===== src/rtl/spi_master_core_pkg.sv =====
// rtl/spi_master_core_pkg.sv - shared SPI master definitions
// Contents: SPI mode encodings, controller state enum, SCLK half-period
// lookup and serial bit-order helpers used by the shift engine.
package spi_master_core_pkg;

    // Mode encoding: bit1 = CPOL, bit0 = CPHA
    localparam logic [1:0] MODE0 = 2'd0;
    localparam logic [1:0] MODE1 = 2'd1;
    localparam logic [1:0] MODE2 = 2'd2;
    localparam logic [1:0] MODE3 = 2'd3;

    typedef enum logic [1:0] {
        IDLE     = 2'd0,
        TRANSFER = 2'd1,
        DONE     = 2'd2
    } state_t;

    // Number of i_clk cycles per SCLK half-period: 1, 2, 4 or 8
    function automatic logic [3:0] half_period(input logic [1:0] rate);
        return 4'd1 << rate;
    endfunction

    // Bit that goes on the wire next, given the bit order
    function automatic logic tx_bit(input logic [7:0] data, input logic msb_first);
        return msb_first ? data[7] : data[0];
    endfunction

    // Remaining bits after tx_bit has been sent
    function automatic logic [7:0] tx_shift(input logic [7:0] data, input logic msb_first);
        return msb_first ? {data[6:0], 1'b0} : {1'b0, data[7:1]};
    endfunction

endpackage


===== src/rtl/spi_rx_fifo.sv =====
// rtl/spi_rx_fifo.sv - synchronous receive FIFO with registered read data
// Ports:
//   i_clk, i_reset        clock, synchronous active-high reset
//   i_push, i_push_data   write strobe and byte (ignored when full)
//   i_pop                 read strobe (ignored when empty)
//   o_pop_data            popped byte, valid the cycle after i_pop, held otherwise
//   o_empty, o_full       occupancy flags decoded from the count
module spi_rx_fifo #(
    parameter int DEPTH = 16,
    parameter int WIDTH = 8
) (
    input  logic             i_clk,
    input  logic             i_reset,
    input  logic             i_push,
    input  logic [WIDTH-1:0] i_push_data,
    input  logic             i_pop,
    output logic [WIDTH-1:0] o_pop_data,
    output logic             o_empty,
    output logic             o_full
);

    localparam int AW = $clog2(DEPTH);

    logic [WIDTH-1:0] r_mem [DEPTH];
    logic [AW-1:0]    r_wr_ptr;
    logic [AW-1:0]    r_rd_ptr;
    logic [AW:0]      r_count;
    logic [WIDTH-1:0] r_pop_data;
    logic             w_do_push;
    logic             w_do_pop;

    assign o_empty    = (r_count == '0);
    assign o_full     = (r_count == (AW+1)'(DEPTH));
    assign o_pop_data = r_pop_data;
    assign w_do_push  = i_push && !o_full;
    assign w_do_pop   = i_pop && !o_empty;

    // Storage is not reset; only pointers and count define its contents
    always_ff @(posedge i_clk) begin
        if (w_do_push) begin
            r_mem[r_wr_ptr] <= i_push_data;
        end
    end

    always_ff @(posedge i_clk) begin
        if (i_reset) begin
            r_wr_ptr   <= '0;
            r_rd_ptr   <= '0;
            r_count    <= '0;
            r_pop_data <= '0;
        end else begin
            if (w_do_push) begin
                r_wr_ptr <= r_wr_ptr + AW'(1);
            end
            if (w_do_pop) begin
                r_rd_ptr   <= r_rd_ptr + AW'(1);
                r_pop_data <= r_mem[r_rd_ptr];
            end
            case ({w_do_push, w_do_pop})
                2'b10:   r_count <= r_count + (AW+1)'(1);
                2'b01:   r_count <= r_count - (AW+1)'(1);
                default: r_count <= r_count;
            endcase
        end
    end

endmodule


===== src/rtl/spi_master_core.sv =====
// rtl/spi_master_core.sv - SPI master: 8-bit shift engine plus RX FIFO
// Ports:
//   i_clk, i_reset       clock, synchronous active-high reset
//   i_DV                 transfer request (rising edge accepted in IDLE)
//   i_parallel_in        byte to send; i_rate / i_mode / i_MSB / i_SS config
//   i_MISO               serial input from slave
//   i_read_enable        RX FIFO pop strobe
//   o_SS, o_MOSI, o_sckl SPI pins (selects active-low one-hot)
//   o_parallel_out       last received byte; o_done level until next request
//   o_fifo_out           byte popped from the RX FIFO
//   o_rst_busy           post-reset init in progress
//   o_rx_empty           RX FIFO empty
module spi_master_core
    import spi_master_core_pkg::*;
#(
    parameter int FIFO_DEPTH      = 16,
    parameter int RST_BUSY_CYCLES = 4
) (
    input  logic       i_clk,
    input  logic       i_reset,
    input  logic       i_DV,
    input  logic [7:0] i_parallel_in,
    input  logic [1:0] i_rate,
    input  logic       i_MISO,
    input  logic [1:0] i_SS,
    input  logic [1:0] i_mode,
    input  logic       i_MSB,
    input  logic       i_read_enable,
    output logic [3:0] o_SS,
    output logic       o_MOSI,
    output logic       o_sckl,
    output logic [7:0] o_parallel_out,
    output logic       o_done,
    output logic [7:0] o_fifo_out,
    output logic       o_rst_busy,
    output logic       o_rx_empty
);

    localparam int BW = (RST_BUSY_CYCLES < 1) ? 1 : $clog2(RST_BUSY_CYCLES + 1);

    state_t      r_state;
    state_t      w_next_state;

    logic [BW-1:0] r_busy_cnt;
    logic        r_dv_prev;
    logic [7:0]  r_tx;
    logic [7:0]  r_rx;
    logic        r_cpha;
    logic [1:0]  r_rate;
    logic        r_msb;
    logic [2:0]  r_half_cnt;
    logic [3:0]  r_edge_cnt;
    logic        r_sclk;
    logic        r_mosi;
    logic [3:0]  r_ss;
    logic [7:0]  r_par_out;
    logic        r_done;

    logic        w_busy;
    logic        w_accept;
    logic [3:0]  w_half_len;
    logic        w_half_last;
    logic        w_edge;
    logic        w_leading;
    logic        w_trailing;
    logic        w_drive;
    logic        w_sample;
    logic        w_last_edge;
    logic        w_rx_full;
    logic        w_push;

    assign w_busy      = (r_busy_cnt != '0);
    assign w_accept    = (r_state == IDLE) && i_DV && !r_dv_prev && !w_busy;
    assign w_half_len  = half_period(r_rate);
    assign w_half_last = ({1'b0, r_half_cnt} == (w_half_len - 4'd1));
    assign w_edge      = (r_state == TRANSFER) && w_half_last;
    // Even edge numbers are leading edges (away from CPOL), odd are trailing
    assign w_leading   = w_edge && !r_edge_cnt[0];
    assign w_trailing  = w_edge && r_edge_cnt[0];
    assign w_drive     = r_cpha ? w_leading : w_trailing;
    assign w_sample    = r_cpha ? w_trailing : w_leading;
    assign w_last_edge = w_edge && (r_edge_cnt == 4'd15);
    assign w_push      = (r_state == DONE) && !w_rx_full;

    assign o_SS           = r_ss;
    assign o_MOSI         = r_mosi;
    assign o_sckl         = r_sclk;
    assign o_parallel_out = r_par_out;
    assign o_done         = r_done;
    assign o_rst_busy     = w_busy;

    always_ff @(posedge i_clk) begin
        if (i_reset) begin
            r_state <= IDLE;
        end else begin
            r_state <= w_next_state;
        end
    end

    always_comb begin
        w_next_state = r_state;
        case (r_state)
            IDLE:     if (w_accept) w_next_state = TRANSFER;
            TRANSFER: if (w_last_edge) w_next_state = DONE;
            DONE:     w_next_state = IDLE;
            default:  w_next_state = IDLE;
        endcase
    end

    always_ff @(posedge i_clk) begin
        if (i_reset) begin
            r_busy_cnt <= BW'(RST_BUSY_CYCLES);
            r_dv_prev  <= 1'b0;
            r_tx       <= '0;
            r_rx       <= '0;
            r_cpha     <= 1'b0;
            r_rate     <= '0;
            r_msb      <= 1'b0;
            r_half_cnt <= '0;
            r_edge_cnt <= '0;
            r_sclk     <= i_mode[1];
            r_mosi     <= 1'b0;
            r_ss       <= 4'hF;
            r_par_out  <= '0;
            r_done     <= 1'b0;
        end else begin
            r_dv_prev <= i_DV;
            if (w_busy) begin
                r_busy_cnt <= r_busy_cnt - BW'(1);
            end

            case (r_state)
                IDLE: begin
                    // SCLK follows the live CPOL while idle; once a transfer
                    // starts it toggles from that latched level, so no
                    // separate CPOL register is needed.
                    r_sclk     <= i_mode[1];
                    r_half_cnt <= '0;
                    r_edge_cnt <= '0;
                    if (w_accept) begin
                        r_cpha <= i_mode[0];
                        r_rate <= i_rate;
                        r_msb  <= i_MSB;
                        r_ss   <= ~(4'b0001 << i_SS);
                        r_done <= 1'b0;
                        r_rx   <= '0;
                        if (!i_mode[0]) begin
                            // CPHA=0: first bit must be valid before the first edge
                            r_mosi <= tx_bit(i_parallel_in, i_MSB);
                            r_tx   <= tx_shift(i_parallel_in, i_MSB);
                        end else begin
                            r_mosi <= 1'b0;
                            r_tx   <= i_parallel_in;
                        end
                    end
                end

                TRANSFER: begin
                    if (w_half_last) begin
                        r_half_cnt <= '0;
                        r_sclk     <= ~r_sclk;
                        r_edge_cnt <= r_edge_cnt + 4'd1;
                    end else begin
                        r_half_cnt <= r_half_cnt + 3'd1;
                    end
                    if (w_drive) begin
                        r_mosi <= tx_bit(r_tx, r_msb);
                        r_tx   <= tx_shift(r_tx, r_msb);
                    end
                    if (w_sample) begin
                        r_rx <= r_msb ? {r_rx[6:0], i_MISO} : {i_MISO, r_rx[7:1]};
                    end
                end

                DONE: begin
                    r_ss      <= 4'hF;
                    r_mosi    <= 1'b0;
                    r_par_out <= r_rx;
                    r_done    <= 1'b1;
                end

                default: begin
                    r_ss <= 4'hF;
                end
            endcase
        end
    end

    spi_rx_fifo #(
        .DEPTH (FIFO_DEPTH),
        .WIDTH (8)
    ) u_rx_fifo (
        .i_clk       (i_clk),
        .i_reset     (i_reset),
        .i_push      (w_push),
        .i_push_data (r_rx),
        .i_pop       (i_read_enable && !w_busy),
        .o_pop_data  (o_fifo_out),
        .o_empty     (o_rx_empty),
        .o_full      (w_rx_full)
    );

endmodule


===== config.mk =====
export PLATFORM = sky130hd
export DESIGN_NAME = spi_master_core
export DESIGN_NICKNAME = d
export VERILOG_FILES = /design/src/rtl/spi_master_core_pkg.sv /design/src/rtl/spi_rx_fifo.sv /design/src/rtl/spi_master_core.sv
export SDC_FILE = /design/constraint.sdc
export NUM_CORES = 1
export LEC_CHECK = 0
export BUFFER_PORTS_ARGS = -buffer_cell sky130_fd_sc_hd__buf_2
export CORE_MARGIN = 4
export CORE_UTILIZATION = 40
export CTS_BUF_LIST = sky130_fd_sc_hd__clkbuf_4 sky130_fd_sc_hd__clkbuf_8 sky130_fd_sc_hd__clkbuf_16
export CTS_CLUSTER_SIZE = 25
export DETAILED_ROUTE_END_ITERATION = 6
export SKIP_LAST_GASP = 1
export SLEW_MARGIN = 10
export SYNTH_ARGS = -nofsm -noshare
export SYNTH_HDL_FRONTEND = slang
export SYNTH_SLANG_ARGS = --single-unit

===== constraint.sdc =====
create_clock -name i_clk -period 3.5 [get_ports i_clk]
set_input_delay 0.7 -clock i_clk [delete_from_list [all_inputs] [get_ports i_clk]]
set_output_delay 0.7 -clock i_clk [all_outputs]
set_load 0.01 [all_outputs]

Yosys cells after proc, flatten, opt, wreduce, memory -nomap -nowiden:

Memory sizes are Yosys's and may differ from the RTL's. A register that Yosys moved wholly into a read port is not among the register bits.
Index checks and enable logic that the tools add are counted.

* add/subtract/negate cells: 8
* eq/ne operators: 13
* shift-type cells: 2
* mux-type cells: 35
* bitwise gates (word level): 3
* reductions and logical operators: 33

Operators by type and width (count)
* $mux W8: 8
* $pmux W8 S2: 2
* $pmux W4 S2: 2
* $add A4 B1 Y4 const B: 3
* $mux W1: 12
* $reduce_and A2 Y1: 6
* $logic_and A1 B1 Y1: 11
* $ne A2 B2 Y1 const B: 5
* $pmux W5 S2: 1
* $reduce_and A3 Y1: 3
* $reduce_bool A3 Y1: 3
* $mux W4: 2
* $shl A1 B2 Y4 const A: 2
* $pmux W3 S2: 1
* $reduce_bool A2 Y1: 3
* $add A5 B1 Y5 const B: 1
* $eq A5 B5 Y1 const B: 1
* $logic_not A1 Y1: 5
* $logic_not A5 Y1: 1
* $sub A5 B1 Y5 const B: 1
* $eq A2 B1 Y1 const B: 2
* $eq A2 B2 Y1 const B: 2
* $eq A3 B4 Y1: 1
* $eq A4 B4 Y1 const B: 1
* other kinds (12): 15

* bits in registers: 61
* bits in writable memories: 128
* bits of input ports: 20
* output and inout port bits: 25
* word-level logic and storage cells: 113
* memories: 1

Memories
* u_rx_fifo.r_mem: depth 16, bits a word 8, read ports 1, clocked after memory_dff 1, write ports 1, RTL line spi_rx_fifo.sv:24 `logic [WIDTH-1:0] r_mem [DEPTH];`

Logic depth before layout (Yosys ltp):

Gate-level depths: netlist of run 1.

* word-level depth: 8
* gate-level depth with buffers: 14
* mapped depth without buffers: 13

Cells and area by module:

A second synthesis of run 1 with hierarchy kept.

* cells, all modules: 666
* area, all modules: 8659.6 um2

By module, submodules not included
* spi_rx_fifo: instances 1, cells an instance 360, area an instance 6012.0 um2
* spi_master_core: instances 1, cells an instance 306, area an instance 2647.5 um2

Worst setup path after synthesis of run 1:

Ideal clock, no wire load.

* path type: input-to-reg
* start: input port i_read_enable
* end: register u_rx_fifo.r_count[4]
* setup time: 0.071 ns
* arrival: 2.882 ns
* data required time: 3.429 ns
* path slack: 0.548 ns
* stages: 12
* buffers on the path: 1
* cell sequence: and3b_1 -> a21bo_2 -> buf_2 -> inv_1 -> ha_1 -> inv_1 -> fa_1 -> nor2b_1 -> o21ai_0 -> and3_1 -> or4_1 -> a21oi_1

* word-level cells in the longest chain between the ends: 4

RTL lines
* start, declared: RTL line spi_master_core.sv:28 `input logic i_read_enable,`
* $logic_and A1 B1 Y1 (*): RTL line spi_master_core.sv:197 `.i_pop (i_read_enable && !w_busy),`
* $logic_and A1 B1 Y1 (*): RTL line spi_rx_fifo.sv:36 `assign w_do_pop = i_pop && !o_empty;`
* via u_rx_fifo.w_do_pop: RTL line spi_rx_fifo.sv:30 `logic w_do_pop;`
* $eq A2 B1 Y1 or $eq A2 B2 Y1 (tied branches): RTL line spi_rx_fifo.sv:59 `case ({w_do_push, w_do_pop})`
* $pmux W5 S2 or $reduce_bool A2 Y1 (tied branches)
* end signal, assigned: RTL line spi_rx_fifo.sv:60 `2'b10: r_count <= r_count + (AW+1)'(1);`
* end signal, assigned: RTL line spi_rx_fifo.sv:61 `2'b01: r_count <= r_count - (AW+1)'(1);`
* end signal, assigned: RTL line spi_rx_fifo.sv:62 `default: r_count <= r_count;`
* end, declared: RTL line spi_rx_fifo.sv:27 `logic [AW:0] r_count;`

The timed path passes the listed nets; every way through them passes the cells marked *.
A chain may end at the register's enable or synchronous reset.

Final worst setup path of run 1:

* start: register u_rx_fifo.r_count[0]
* end: register u_rx_fifo.r_count[4]

* word-level cells in the longest chain between the ends: 6

RTL lines
* $eq A5 B5 Y1: RTL line spi_rx_fifo.sv:33 `assign o_full = (r_count == (AW+1)'(DEPTH));`
* $logic_not A1 Y1: RTL line spi_rx_fifo.sv:35, spi_master_core.sv:83
* $logic_and A1 B1 Y1: RTL line spi_master_core.sv:83 `assign w_push = (r_state == DONE) && !w_rx_full;`
* $logic_and A1 B1 Y1: RTL line spi_rx_fifo.sv:35 `assign w_do_push = i_push && !o_full;`
* $eq A2 B1 Y1 or $eq A2 B2 Y1 (tied branches): RTL line spi_rx_fifo.sv:59
* $pmux W5 S2 or $reduce_bool A2 Y1 (tied branches)

Parallel ways exist; a longest one is shown, timed or not.

==> impl_metrics.ini, run 1 <==
[critical_path]
r2r_end = u_rx_fifo.r_count[4]
crit_required_ns = 3.86
rr_startpoint = u_rx_fifo.r_count[0]
cp_max_fo = 9
rr_worst_depth = 12
cp.arrival_ns = 3.41
rrSetupSlack_ns = 0.45
cp-start-kind = flop
endpoint_kind = flop
crit_type = reg2reg

[floorplanning]
ios = 45
core_area_um2 = 21000
die_y_um = 154
start_util_pct = 40.6
fp.dieW_um = 154
rows = 53
die_area_um2 = 23700

[sta]
fin_crit_ns = 3.05
finalHoldViolCount = 0
finalSetupViolCount = 0
worstMarginPinSlew_ns = 0.864
skew_ns = 0.00969
rsz0062_at_grt = false
setup_tns_ns = 0
maxSlewViolCount = 0
fin_crit_sh_pct = 87.1
fmax_mhz = 328
relSlewSlack_pct = 42.3

[layout]
layout.cells.non_filler = 972
multi_input_area_um2 = 3040
layout-area-overhead-vs-synth_pct = 13.0
nets = 722
seq_area_um2 = 5240
fillers = 1877
diodes = 0
drive_gt1_share_pct = 20.1
fin_area_um2 = 9610

[synth]
avgSynthCellArea_um2 = 13.1
ys_seq_elements = 197
synth-seq-area-share_pct = 61.6
ys_types = 60
netlist_instances = 647
postSynth.asyncResetShare_pct = 0
synthFlopType = edfxtp_1
synth_nets = 685
ys_warn_count = 0
synth_edf_count = 129
netlist_area_um2 = 8500

[power_and_ir_drop]
p_leak_nw = 3.22
switchingPower_mw = 1.37
combPwrFrac_pct = 11.9
ir_drop_uv = 349
power_density_nw_per_um2 = 532
netSwitchingFraction_pct = 26.9
p_int_mw = 3.74
power_frac_clock_pct = 37.8
seq_power_share_pct = 50.3

[place]
gp_congestion = 0.732
place_inst = 940
dp_hpwl_mm = 12.1
place_area_um2 = 9020
portBuffers = 44

[grt]
grt_pass1_vias = 5282
grt_overflow_total = 0
grt_max_degree = 49
grt_pass1_wl_mm = 28.8
antenna_found_initial = 0
grt_usage_pct = 15.7

[worst_hold_path]
holdCritStartpoint = r_cpha
hold_end = r_cpha
hold_depth = 2
hold_path_class = reg2reg

[detailed_routing]
ant_nets = 0
finalWirelength_mm = 18.1
wire_per_inst_um = 18.6
dr.pass1.iters = 5
drc_errors = 0
drtIter0Drc = 482
vias = 5208
viasPerCell = 5.36

[clock_network]
cts_hold_buf = 0
cts_num_sinks = 197
cts_resized = 0
cts_made_buffers = 17
htreeDepth = 4
cts_tree = yes
clkTransAtPathRegs_ns = 0.07
clk_path_buf_depth = 2
clockRootBuffer = clkbuf_16
clk_latency_ns = 0.44
post-cts-setup-buffer-count = 0

[flow_run]
max_cap_violations = 0

[status]
status = finished, final reports clean
-- power groups by stage --
stage               registers [mW]  logic, mW  clock network (mW)
detailed placement            2.62      0.605                   0
global route                  2.58      0.682                2.08
global placement              2.62      0.578                   0
floorplan                     2.61      0.448                   0
CTS                           2.57      0.606                1.97
finish                        2.57      0.606                1.93
-- stage by stage --
step | power [mW] | hold WS (ns) | util (%) | setup WS [ns]
after floorplan | 3.06 | 0.449 | - | 0.548
after global placement | 3.20 | 0.461 | 43.0 | 0.491
after detailed placement | 3.23 | 0.473 | 43.0 | 0.383
after CTS | 5.15 | 0.484 | 45.9 | 0.454
after global routing | 5.35 | 0.506 | 45.9 | 0.240
final | 5.11 | 0.477 | 45.9 | 0.452
-- sequential cells by signal (all words and copies together) (netlist names), 5 cells and up --
| signal | count |
|---|---|
| o_parallel_out | 8 |
| r_rx | 8 |
| r_tx | 8 |
| u_rx_fifo.o_pop_data | 8 |
| u_rx_fifo.r_count | 5 |
| u_rx_fifo.r_mem | 128 |
-- cell usage in the layout (no fill, tap or decap), types with 18 or more instances in the layout --
| master | instances |
|---|---|
| dfxtp_1 | 67 |
| inv_1 | 18 |
| a22oi_1 | 18 |
| buf_2 | 44 |
| nor2_1 | 60 |
| mux2i_1 | 23 |
| nand2_1 | 29 |
| mux4_2 | 32 |
| edfxtp_1 | 129 |
| a21oi_1 | 61 |
| nand3_1 | 33 |
-- final cells by class --
| class | count | share of cell area (%) |
|---|---|---|
| clock buffers | 17 | 4.43 |
| inverters | 19 | 0.742 |
| well taps | 275 | 3.58 |
| clock inverters | 15 | 1.69 |
| flip-flops and latches | 197 | 54.5 |
| multi-input cells | 392 | 31.6 |
| repair buffers | 57 | 3.44 |
-- worst max-delay path by stage --
stage                     cells past startpoint  slack (ns)                  from                    to
after floorplan                              12        0.55         i_read_enable  u_rx_fifo.r_count[4]
after global placement                       12        0.49         i_read_enable  u_rx_fifo.r_count[4]
after detailed placement                     12        0.38         i_read_enable  u_rx_fifo.r_count[4]
after CTS                                    12        0.45  u_rx_fifo.r_count[0]  u_rx_fifo.r_count[4]
after global routing                         12        0.24  u_rx_fifo.r_count[0]  u_rx_fifo.r_count[4]
final                                        12        0.45  u_rx_fifo.r_count[0]  u_rx_fifo.r_count[4]
-- synthesized netlist by cell type, drive strengths merged (3+ instances only) --
cell | count | area, um^2
a22oi | 18 | 135
nor2 | 60 | 225
nand2 | 29 | 109
clkbuf | 27 | 101
edfxtp | 129 | 3870
o21ai | 18 | 90.1
nor3b | 3 | 22.5
and3 | 3 | 18.8
nor2b | 6 | 37.5
xor2 | 4 | 35.0
nand2b | 10 | 62.6
buf | 12 | 62.6
ha | 17 | 213
dfxtp | 68 | 1360
nand4 | 3 | 18.8
mux2i | 24 | 253
a31oi | 3 | 18.8
a21oi | 61 | 305
mux2 | 11 | 128
o31ai | 3 | 22.5
nand3 | 33 | 165
or4 | 3 | 26.3
nor3 | 7 | 35.0
mux4 | 32 | 721
nand4b | 3 | 26.3
xnor2 | 6 | 52.6
a21o | 8 | 60.1
inv | 18 | 67.6
-- logic make-up (layout without fill, tap and decap cells) --
logic type	count (synthesis)	in the layout	synth area share [%]
compound gates	124	124	9.02
mux	67	67	12.9
fa+ha+maj	18	18	2.74
xor+xnor	10	10	1.03
flops	197	197	61.6
simple gates	173	173	9.95
buf+inv	58	108	2.77
-- critical path, cell delays in order, from the launching register on --
cell and delay [ns]:
dfxtp_1 0.35, nor4_1 0.49, a21boi_1 0.13, buf_4 0.19, inv_1 0.06, ha_1 0.21
inv_1 0.09, fa_1 0.39, nor2b_1 0.16, o21ai_0 0.14, and3_1 0.23, or4_1 0.39
a21oi_1 0.15
-- metal layers --
layer	vias to the layer above	GRT usage [%]	wire length, um
met3	21	2.93	537
met4	0	5.55	269
met2	93	26.4	9270
met5	-	0	0
li1	2503	-	-
met1	2591	20.5	7990
Note: power is estimated with default switching activity, not from simulation.
==> inputs of run 2 (changes only) <==
--- a/config.mk
+++ b/config.mk
@@ -8,9 +8,9 @@
 export BUFFER_PORTS_ARGS = -buffer_cell sky130_fd_sc_hd__buf_2
 export CORE_MARGIN = 4
 export CORE_UTILIZATION = 40
-export CTS_BUF_LIST = sky130_fd_sc_hd__clkbuf_4 sky130_fd_sc_hd__clkbuf_8 sky130_fd_sc_hd__clkbuf_16
 export CTS_CLUSTER_SIZE = 25
 export DETAILED_ROUTE_END_ITERATION = 6
+export REMOVE_ABC_BUFFERS = 1
 export SKIP_LAST_GASP = 1
 export SLEW_MARGIN = 10
 export SYNTH_ARGS = -nofsm -noshare
==> impl_metrics.ini, run 2 (synthesis gave the netlist of run 1 again) <==
[floorplanning]
fp.dieW_um = 154
rows = 53
core_area_um2 = 21000
ios = 45
start_util_pct = 40.6
die_area_um2 = 23700
die_y_um = 154

[critical_path]
critPathTopFamily = simple AND/OR/NAND/NOR gates
cp.arrival_ns = 3.31
rr_worst_depth = 13
cp_slowest_stage_delay_ns = 0.39
crit_required_ns = 3.87
crit_buf_inv = 3
endpoint_kind = flop
cp-start-kind = flop
critPathMostFrequentCell = inv_1
worstPathCellList = inv_1, ha_1, and3b_1, a21bo_2, inv_1, ha_1, inv_1, fa_1, nor2b_1, o21ai_0, and3_1, or4_1, a21oi_1
cp_slowest_cell = or4_1
cp_max_fo = 4
crit_cells = 13
crit_type = reg2reg

[grt]
antenna_found_initial = 0
use_met2_pct = 25.5
grt.busiest_layer = met2
grt_overflow_total = 0
grt_pass1_wl_mm = 28.9
grt_usage_pct = 15.7
grtUsageMet1_pct = 21.0
use_met3_pct = 3.52
grt_pass1_vias = 5330
grt_max_degree = 42

[sta]
hold_ws_ns = 0.495
worstMarginPinSlew_ns = 0.860
fin_crit_ns = 2.94
finalHoldViolCount = 0
fin_crit_sh_pct = 84.1
finalSetupViolCount = 0
maxSlewViolCount = 0
relSlewSlack_pct = 42.6
rsz0062_at_grt = false
setup_tns_ns = 0
skew_ns = 0.00792
fmax_mhz = 340

[worst_hold_path]
hold_path_class = reg2reg
hold_depth = 2

[clock_network]
cts_resized = 0
htreeDepth = 4
cts_tree = yes
cts_hold_buf = 0
clk_latency_ns = 0.44
clk_path_buf_depth = 2
clockRootBuffer = clkbuf_16
post-cts-setup-buffer-count = 0
cts_made_buffers = 17
clkTransAtPathRegs_ns = 0.08
cts_num_sinks = 197

[place]
portBuffers = 44
place_inst = 940
dp_hpwl_mm = 11.9
gp_congestion = 0.805

[layout]
layout-area-overhead-vs-synth_pct = 13.0
nets = 722
diodes = 0
largest_reg_flops = 128
layout.cells.non_filler = 971
drive_gt1_share_pct = 19.7
mostFrequentLayoutCells = edfxtp_1, dfxtp_1, a21oi_1
mostFrequentLayoutCell = edfxtp_1
utilization_pct = 45.9
regMostFlops = u_rx_fifo.r_mem

[detailed_routing]
dr.pass1.iters = 4
viasPerCell = 5.44
vias = 5286
wire_per_inst_um = 18.6
ant_nets = 0
drc_errors = 0
finalWirelength_mm = 18.1
drtIter0Drc = 266

[flow_run]
max_cap_violations = 0

[power_and_ir_drop]
power_density_nw_per_um2 = 536
p_leak_nw = 3.22
ir_drop_uv = 259

[status]
status = finished, final reports clean
[run 2: final cells by class]
cell class,count,area [um^2]
fill,1902,11300
sequential,197,5240
multi-input combinational,392,3030
clock buffer,17,425
tap,275,344
timing repair buffer,57,330
clock inverter,14,168
inverter,19,71.3
[run 2: worst paths after layout]
kind	startpoint	endpoint	slack (ns)
hold reg to reg	u_rx_fifo.o_pop_data[6]	u_rx_fifo.o_pop_data[6]	0.49
setup / recovery	r_busy_cnt[0]	u_rx_fifo.r_count[4]	0.56
hold / removal	u_rx_fifo.o_pop_data[6]	u_rx_fifo.o_pop_data[6]	0.49
setup reg to reg	r_busy_cnt[0]	u_rx_fifo.r_count[4]	0.56
[run 2: through the flow]
step           total power, mW  worst slack [ns]  instance area [um^2]
6_report                  5.15             0.558                  9610
5_1_grt                   5.37             0.328                  9610
2_1_floorplan             3.02             0.533                  8340
3_3_place_gp              3.20             0.478                  9020
3_5_place_dp              3.23             0.419                  9020
4_1_cts                   5.19             0.547                  9610
[run 2: worst reg2reg max path: stages, from the launching register on]
cell and delay (ns):
dfxtp_1 0.32, inv_1 0.08, ha_1 0.21, and3b_1 0.17, a21bo_2 0.23, inv_1 0.12, ha_1 0.25, inv_1 0.10
fa_1 0.38, nor2b_1 0.15, o21ai_0 0.11, and3_1 0.20, or4_1 0.39, a21oi_1 0.15
[run 2: routing by layer]
| layer | up-vias | wire length [um] |
|---|---|---|
| met5 | - | 0 |
| met4 | 0 | 318 |
| met3 | 21 | 747 |
| met2 | 116 | 8780 |
| met1 | 2650 | 8240 |
| li1 | 2499 | - |
[run 2: power by group]
group | switching, mW | leakage [nW] | internal [mW]
Clock | 0.899 | 0.285 | 1.07
Sequential | 0.0591 | 1.75 | 2.51
Combinational | 0.398 | 1.18 | 0.211
==> inputs of run 3 (changes only) <==
==> constraint.sdc (replaced) <==
create_clock -name i_clk -period 2.8 [get_ports i_clk]
set_input_delay 0.56 -clock i_clk [delete_from_list [all_inputs] [get_ports i_clk]]
set_output_delay 0.56 -clock i_clk [all_outputs]
set_load 0.01 [all_outputs]
==> impl_metrics.ini, run 3 (synthesis gave the netlist of run 1 again) <==
[sta]
worstMarginPinSlew_ns = 0.893
fin_crit_sh_pct = 95.5
maxSlewViolCount = 0
relSlewSlack_pct = 40.5
skew_ns = 0.00991
hold_ws_ns = 0.372
finalSetupViolCount = 0
setup_tns_ns = 0
fin_crit_ns = 2.67
fmax_mhz = 374
finalHoldViolCount = 0

[layout]
drive_gt1_share_pct = 23.0
nets = 741
regMostFlops = u_rx_fifo.r_mem
mostFrequentLayoutCells = edfxtp_1, dfxtp_1, nor2_1, a21oi_1, buf_2
utilization_pct = 46.7
layout.cells.non_filler = 991
fillers = 1901
seq_area_um2 = 5240
diodes = 0
layout-area-overhead-vs-synth_pct = 15.1
mostFrequentLayoutCell = edfxtp_1
multi_input_area_um2 = 3080
largest_reg_flops = 128

[critical_path]
cp-start-kind = flop
rrSetupSlack_ns = 0.13
cp_slowest_stage_delay_ns = 0.42
cp_slowest_cell = or4_4
cp_max_fo = 4
crit_cells = 11
worstSetupStartpoint = u_rx_fifo.r_count[0]
r2r_end = u_rx_fifo.r_count[4]
critPathTopFamily = simple AND/OR/NAND/NOR gates
crit_type = reg2reg
crit_required_ns = 3.16
rr_worst_depth = 11
endpoint = u_rx_fifo.r_count[4]
cp.arrival_ns = 3.03
crit_buf_inv = 2
endpoint_kind = flop
worstPathCellList = nor4_2, a21boi_1, inv_1, ha_4, inv_1, fa_2, nor2b_4, o21ai_1, and3_1, or4_4, a21oi_2
rr_startpoint = u_rx_fifo.r_count[0]
critPathMostFrequentCell = inv_1

[flow_run]
max_cap_violations = 0

[detailed_routing]
wire_per_inst_um = 18.2
drc_errors = 0
viasPerCell = 5.40
drtIter0Drc = 326
ant_nets = 0
vias = 5355
dr.pass1.iters = 5
finalWirelength_mm = 18.1

[floorplanning]
start_util_pct = 40.6
ios = 45
fp.dieW_um = 154
die_y_um = 154
core_area_um2 = 21000
die_area_um2 = 23700
rows = 53

[place]
place_inst = 958
gp_congestion = 0.812
portBuffers = 44
dp_hpwl_mm = 11.8

[grt]
antenna_found_initial = 0
grt_pass1_wl_mm = 28.5
grt_max_degree = 49
grt_overflow_total = 0
grt_usage_pct = 15.5
grt_pass1_vias = 5372

[power_and_ir_drop]
p_leak_nw = 3.26
power_mw = 6.45
ir_drop_uv = 471
power_density_nw_per_um2 = 659

[clock_network]
clkTransAtPathRegs_ns = 0.07
cts_num_sinks = 197
htreeDepth = 4
clockRootBuffer = clkbuf_16
clk_path_buf_depth = 2
cts_tree = yes
clk_latency_ns = 0.43
cts_made_buffers = 17

[status]
status = finished, final reports clean

[worst_hold_path]
hold_path_class = in2reg
-- run 3: changes by cell type in the layout (fill, tap and decap cells not counted), sizes merged --
cell / before / now
clkbuf: 17 / 20
clkinv: 5 / 3
buf: 57 / 76
inv: 24 / 23
clkinvlp: 2 / 3
-- run 3: layer usage --
metal  routed length (um)  vias to the layer above  global-route usage (%)
met2                 8800                      134                    25.3
met3                  750                       27                    3.26
met5                    0                        -                       0
met4                  311                        0                    5.00
met1                 8200                     2658                    20.8
li1                     -                     2536                       -
-- run 3: final cells by class --
cell class,count,share of cell area [%]
clock buffers,20,4.46
multi-input cells,392,31.5
inverters,19,0.729
clock inverters,12,1.47
flip-flops and latches,197,53.5
well taps,275,3.51
repair buffers,76,4.83
-- run 3: what timing repair did --
| action | CTS | global route |
|---|---|---|
| pin swaps | 1 | 2 |
| hold buffers | 0 | 0 |
| setup buffers | 0 | 1 |
| gates resized for setup | 5 | 10 |
| endpoints found under the setup margin | 1 | 1 |
-- run 3: worst register-to-register path: stages, from the launching register on --
cell      delay [ns]
dfxtp_1         0.35
nor4_2          0.38
a21boi_1        0.15
inv_1           0.12
ha_4            0.15
inv_1           0.07
fa_2            0.40
nor2b_4         0.13
o21ai_1         0.08
and3_1          0.21
or4_4           0.42
a21oi_2         0.13
-- run 3: how the worst min path moves through the flow --
stage | from | end | slack (ns) | depth (start not counted)
4_1_cts | i_DV | r_dv_prev | 0.36 | 2
2_1_floorplan | r_cpha | r_cpha | 0.44 | 2
3_3_place_gp | u_rx_fifo.o_pop_data[7] | u_rx_fifo.o_pop_data[7] | 0.46 | 2
6_report | i_DV | r_dv_prev | 0.37 | 2
3_5_place_dp | r_edge_cnt[3] | r_edge_cnt[3] | 0.47 | 2
5_1_grt | i_rate[0] | r_rate[0] | 0.39 | 3
-- run 3: per-stage QoR --
step           instance area, um^2  setup slack, ns
2_1_floorplan                 8340           -0.167
3_3_place_gp                  9150           0.0638
3_5_place_dp                  9150          -0.0896
4_1_cts                       9750           0.0179
5_1_grt                       9790          -0.0214
6_report                      9790            0.127
-- run 3: report_power, final --
group          leakage (nW)  internal, mW  switching, mW
logic                  1.30         0.308          0.506
registers              1.69          3.14         0.0758
clock network         0.273          1.34           1.08
total                  3.26          4.79           1.66
